[src/rtl/vending_machine_multi.sv]
// Multi-product vending controller: per-item prices and stock, saturating credit,
// coin rejection, cancel/refund and sold-out flags. Optional idle refund: VM_TIMEOUT_REFUND_EN.
module vending_machine_multi #(
    parameter int NUM_ITEMS = 4,
    parameter int CREDIT_W = 8,
    parameter logic [NUM_ITEMS*CREDIT_W-1:0] PRICES = {8'd15, 8'd60, 8'd40, 8'd20},
    parameter int MAX_CREDIT = 200,
    parameter int STOCK_W = 4,
    parameter int INIT_STOCK = 5,
    parameter int TIMEOUT_CYCLES = 1000
) (
    input  logic                 clk,
    input  logic                 reset,
    input  logic                 r_05,
    input  logic                 r_10,
    input  logic                 r_20,
    input  logic [NUM_ITEMS-1:0] select,
    input  logic                 cancel,
    input  logic                 restock,
    output logic [NUM_ITEMS-1:0] dispense,
    output logic [CREDIT_W-1:0]  change,
    output logic                 change_valid,
    output logic [CREDIT_W-1:0]  credit,
    output logic [NUM_ITEMS-1:0] sold_out,
    output logic                 coin_reject,
    output logic                 deny
);

    localparam int IDX_W = (NUM_ITEMS > 1) ? $clog2(NUM_ITEMS) : 1;

    typedef enum logic [1:0] {
        S_IDLE   = 2'd0,
        S_CREDIT = 2'd1,
        S_VEND   = 2'd2
    } state_t;

    state_t state, state_nxt;

    logic [CREDIT_W-1:0]  credit_nxt;
    logic [CREDIT_W-1:0]  change_nxt;
    logic                 change_valid_nxt;
    logic [NUM_ITEMS-1:0] dispense_nxt;
    logic [NUM_ITEMS-1:0] sold_out_nxt;
    logic                 coin_reject_nxt;
    logic                 deny_nxt;

    logic [STOCK_W-1:0]  stock     [NUM_ITEMS];
    logic [STOCK_W-1:0]  stock_nxt [NUM_ITEMS];
    logic [CREDIT_W-1:0] price     [NUM_ITEMS];

    genvar g;
    generate
        for (g = 0; g < NUM_ITEMS; g++) begin : g_price
            assign price[g] = PRICES[g*CREDIT_W +: CREDIT_W];
        end
    endgenerate

    // Coin decode: a coin is only usable when exactly one line is high and it fits.
    logic                coin_any;
    logic                coin_multi;
    logic                coin_ok;
    logic [CREDIT_W-1:0] coin_value;
    logic [CREDIT_W:0]   coin_sum;

    assign coin_any   = r_05 | r_10 | r_20;
    assign coin_multi = (r_05 & r_10) | (r_05 & r_20) | (r_10 & r_20);
    assign coin_sum   = {1'b0, credit} + {1'b0, coin_value};
    assign coin_ok    = coin_any && !coin_multi && (coin_sum <= (CREDIT_W+1)'(MAX_CREDIT));

    always_comb begin
        coin_value = '0;
        if (r_05) begin
            coin_value = CREDIT_W'(5);
        end else if (r_10) begin
            coin_value = CREDIT_W'(10);
        end else if (r_20) begin
            coin_value = CREDIT_W'(20);
        end
    end

    // Selection decode: lowest-index request wins.
    logic                sel_any;
    logic                sel_ok;
    logic [IDX_W-1:0]    sel_idx;
    logic [CREDIT_W-1:0] sel_price;

    always_comb begin
        sel_idx = '0;
        for (int i = NUM_ITEMS - 1; i >= 0; i--) begin
            if (select[i]) begin
                sel_idx = IDX_W'(i);
            end
        end
    end

    assign sel_any   = |select;
    assign sel_price = price[sel_idx];
    assign sel_ok    = (credit >= sel_price) && (stock[sel_idx] != '0);

`ifdef VM_TIMEOUT_REFUND_EN
    localparam int TMR_W = $clog2(TIMEOUT_CYCLES + 1);
    logic [TMR_W-1:0] timer, timer_nxt;
`else
    logic [31:0] unused_timeout;
    assign unused_timeout = TIMEOUT_CYCLES;
`endif

    always_comb begin
        state_nxt        = state;
        credit_nxt       = credit;
        change_nxt       = '0;
        change_valid_nxt = 1'b0;
        dispense_nxt     = '0;
        coin_reject_nxt  = 1'b0;
        deny_nxt         = 1'b0;
        for (int i = 0; i < NUM_ITEMS; i++) begin
            stock_nxt[i] = stock[i];
        end
`ifdef VM_TIMEOUT_REFUND_EN
        timer_nxt = '0;
`endif

        case (state)
            S_VEND: begin
                state_nxt       = S_IDLE;
                coin_reject_nxt = coin_any;
            end
            default: begin
                if (cancel && state == S_CREDIT) begin
                    change_nxt       = credit;
                    change_valid_nxt = 1'b1;
                    credit_nxt       = '0;
                    state_nxt        = S_IDLE;
                    coin_reject_nxt  = coin_any;
                end else if (sel_any) begin
                    if (sel_ok) begin
                        dispense_nxt[sel_idx] = 1'b1;
                        change_nxt            = credit - sel_price;
                        change_valid_nxt      = 1'b1;
                        credit_nxt            = '0;
                        stock_nxt[sel_idx]    = stock[sel_idx] - STOCK_W'(1);
                        state_nxt             = S_VEND;
                    end else begin
                        deny_nxt = 1'b1;
                    end
                    coin_reject_nxt = coin_any;
                end else if (coin_any) begin
                    if (coin_ok) begin
                        credit_nxt = coin_sum[CREDIT_W-1:0];
                        state_nxt  = S_CREDIT;
                    end else begin
                        coin_reject_nxt = 1'b1;
                    end
                end else if (restock && !cancel && state == S_IDLE) begin
                    for (int i = 0; i < NUM_ITEMS; i++) begin
                        stock_nxt[i] = STOCK_W'(INIT_STOCK);
                    end
                end
            end
        endcase

`ifdef VM_TIMEOUT_REFUND_EN
        // Only a quiet cycle that stays in CREDIT advances the idle timer.
        if (state == S_CREDIT && state_nxt == S_CREDIT && !sel_any && !coin_ok) begin
            if (timer >= TMR_W'(TIMEOUT_CYCLES - 1)) begin
                change_nxt       = credit;
                change_valid_nxt = 1'b1;
                credit_nxt       = '0;
                state_nxt        = S_IDLE;
            end else begin
                timer_nxt = timer + TMR_W'(1);
            end
        end
`endif

        for (int i = 0; i < NUM_ITEMS; i++) begin
            sold_out_nxt[i] = (stock_nxt[i] == '0);
        end
    end

    always_ff @(posedge clk) begin
        if (reset) begin
            state        <= S_IDLE;
            credit       <= '0;
            change       <= '0;
            change_valid <= 1'b0;
            dispense     <= '0;
            coin_reject  <= 1'b0;
            deny         <= 1'b0;
            sold_out     <= '0;
            for (int i = 0; i < NUM_ITEMS; i++) begin
                stock[i] <= STOCK_W'(INIT_STOCK);
            end
`ifdef VM_TIMEOUT_REFUND_EN
            timer <= '0;
`endif
        end else begin
            state        <= state_nxt;
            credit       <= credit_nxt;
            change       <= change_nxt;
            change_valid <= change_valid_nxt;
            dispense     <= dispense_nxt;
            coin_reject  <= coin_reject_nxt;
            deny         <= deny_nxt;
            sold_out     <= sold_out_nxt;
            for (int i = 0; i < NUM_ITEMS; i++) begin
                stock[i] <= stock_nxt[i];
            end
`ifdef VM_TIMEOUT_REFUND_EN
            timer <= timer_nxt;
`endif
        end
    end

endmodule

[config.mk]
export PLATFORM = sky130hd
export DESIGN_NAME = vending_machine_multi
export DESIGN_NICKNAME = d
export VERILOG_FILES = /design/src/rtl/vending_machine_multi.sv
export SDC_FILE = /design/constraint.sdc
export NUM_CORES = 1
export LEC_CHECK = 0
export BUFFER_PORTS_ARGS = -buffer_cell sky130_fd_sc_hd__buf_4
export CAP_MARGIN = 20
export CORE_MARGIN = 8
export CORE_UTILIZATION = 51
export CTS_CLUSTER_DIAMETER = 60
export DETAILED_ROUTE_END_ITERATION = 7
export GPL_TIMING_DRIVEN = 0
export PLACE_DENSITY_LB_ADDON = 0.08
export SYNTH_ARGS = -nofsm -noshare
export SYNTH_HDL_FRONTEND = slang
export SYNTH_SLANG_ARGS = --single-unit
[constraint.sdc]
create_clock -name clk -period 3.4 [get_ports clk]
set_clock_uncertainty 0.2 [all_clocks]
set_input_delay 0.68 -clock clk [delete_from_list [all_inputs] [get_ports clk]]
set_output_delay 0.68 -clock clk [all_outputs]
set_load 0.005 [all_outputs]
==> metrics.cfg <==
[status]
status=finished, final reports clean

[routing]
wl_met3_um=411
wl_met1_um=3570
drc=0
drtPass1Iterations=4
vias=2598
wire_per_inst_um=17.1
wl_um=7430
wl_met2_um=3350
routed.top_layer=met4
vias_per_cell=5.97
detail-route-antenna-nets=0
drt_iter0_drc=227

[sta]
final_max_slew_viol_count=0
rsz0062_at_grt=true
clock.fmax_mhz=297
worstMarginPinSlew_ns=0.668
timing.hold.ws_ns=0.326
finalCritPeriodShare=0.990
fin_tns_setup_ns=0
setup_slack_ns=0.0351
period_minus_slack_ns=3.36
hold_viol_final=0
relSlewSlack=0.551
setup_violations=0

[power_and_ir_drop]
power.density_nw_per_um2=294
p_leak_nw=1.52
ir_drop_mv=0.180

[yosys]
synth_largest_area_cell=dfxtp_1
synth_top_cell_area_share=0.325
synthTopCellsByCount=dfxtp_1, nor2_1, inv_1
synthTopCellsByArea=dfxtp_1, ha_1, nor2_1
yosysWarnings=0
synth_edf_count=0
seq_area_frac_synth=0.325
ys_ff_latch=45
ys_async_sr_fraction=0
synthCells=302
synth_most_common_cell=dfxtp_1
syn_area_um2=2770
ys.flop_type=dfxtp_1
syn_area_per_cell_um2=9.18
ys_types=77
synth_fp_nets=330

[clocking]
clk_pin_slew_ns=0.08
cts_max_level=2
cts_hold_buf=0
cts_tree=done
cts_buffers=5
numClockSinks=45
root_buffer=clkbuf_8
insertion_delay_ns=0.30
cts_max_path_buffers=2

[die]
die_x_um=89.7
coreArea_um2=5370
start_util=0.516
ioPinCount=38
dieArea_um2=8050
rows=27
die_h_um=89.7

[grt]
grt_max_degree=15
grt_pass1_wl_um=12000
antenna_found_initial=0
grt-ovfl-total=0
grt_pass1_vias=2338
grt.total_usage=0.180

[min_path]
worstHoldPathType=reg -> reg
hp-start=stock[3][1]

[worst_setup_path]
reg2reg_from=credit[1]
end_kind=flip-flop
startpoint_type=primary input
critical_path_class=in -> reg
critPathArrivalTime_ns=3.36
cp_max_fo=6
cp.required_ns=3.40
startpoint=select[3]

[place]
place_congestion=0.953
placedCellCount=411
pre_cts_ws_ns=-0.726
portBuffers=37
dp_hpwl_um=5410

[cells_and_area]
diodes=0
syn2layout_area_growth_pct=27.3
nNetsFinal=390
drive_above_1_share=0.325
finalNonFillerCells=435
fill_cells=436

[flow_run]
drv_cap=0

[final cells by class]
class | count | area [µm²] | area share
plain buffers | 8 | 66.3 | 0.0188
clock buffers | 6 | 72.6 | 0.0206
clock inverters | 2 | 15.0 | 0.00426
inverters | 24 | 96.3 | 0.0273
multi-input cells | 225 | 1870 | 0.530
flip-flops and latches | 45 | 901 | 0.255
well taps | 72 | 90.1 | 0.0255
repair buffers | 53 | 418 | 0.118
[worst paths after layout]
| kind | end | slack [ns] | cells past startpoint |
|---|---|---|---|
| worst max register to register | credit[7] | 0.29 | 10 |
| worst max-delay path | sold_out[0] | 0.04 | 16 |
| worst min register to register | stock[3][1] | 0.33 | 2 |
| worst min-delay path | stock[3][1] | 0.33 | 2 |
[per-stage QoR]
step                utilization  cell area, µm²  power [W]
global placement          0.594            3190   0.000690
floorplan                     -            2820   0.000644
detailed placement        0.594            3190   0.000692
CTS                       0.623            3340    0.00102
global route              0.657            3530    0.00108
finish                    0.657            3530    0.00104
[state kept, by name, indices dropped and copies added (netlist names)]
| name | cells |
|---|---|
| change | 8 |
| coin_reject | 1 |
| change_valid | 1 |
| sold_out | 4 |
| credit | 8 |
| stock | 16 |
| dispense | 4 |
| deny | 1 |
| state | 2 |
[cell families after synthesis]
| family | after synthesis | synth area share |
|---|---|---|
| AND/OR/NAND/NOR | 109 | 0.214 |
| AO/OA/AOI/OAI | 89 | 0.268 |
| flip-flops | 45 | 0.325 |
| buffers and inverters | 32 | 0.0542 |
| adder cells (fa/ha/maj) | 17 | 0.0795 |
| XOR/XNOR | 5 | 0.0158 |
| multiplexers | 5 | 0.0433 |
[metal layers]
| metal | up-vias | GRT usage |
|---|---|---|
| met1 | 1241 | 0.240 |
| met4 | 0 | 0.0592 |
| met3 | 9 | 0.0474 |
| li1 | 1254 | - |
| met2 | 94 | 0.271 |
| met5 | - | 0 |
[timing repair]
item,in CTS,in global routing
pin swaps,4,14
setup buffers,6,10
resized for setup,3,23
setup endpoints to repair,38,29
hold endpoints to repair,0,0
[critical path, stage by stage]
cell and delay [ns]:
buf_8 0.10, nor2b_4 0.12, o21bai_4 0.19, inv_4 0.07
ha_4 0.18, ha_4 0.16, inv_2 0.05, fa_2 0.21
a21oi_2 0.07, o211ai_1 0.16, o211ai_1 0.12, buf_4 0.19
a221o_1 0.39, a21bo_2 0.27, a32oi_1 0.19, and4b_1 0.22
[cells in the final DEF, fill, tap and decap left out, types with 3 or more instances in the layout]
cell type / count
buf_4: 51
dfxtp_1: 45
nor2_1: 30
nand2_1: 22
inv_1: 21
a21oi_1: 12
ha_1: 12
nor3_1: 11
clkbuf_8: 7
a221o_1: 7
a32oi_1: 7
nand3_1: 6
o21a_1: 5
o211ai_1: 4
clkbuf_1: 4
a31oi_1: 4
o21ai_0: 4
o21ai_1: 4
nor4_1: 4
a22o_2: 4
ha_4: 4
mux4_2: 3
clkinvlp_4: 3
or2_2: 3
a21bo_2: 3
a32oi_2: 3
o2bb2ai_1: 3
and4b_1: 3
xor2_1: 3
[report_power, final]
group / internal [W] / switching, W
clock network: 0.000145 / 0.000189
registers: 0.000533 / 0.00000337
logic: 0.0000732 / 0.0000951
No activity file was read; power rests on OpenSTA's default activity.
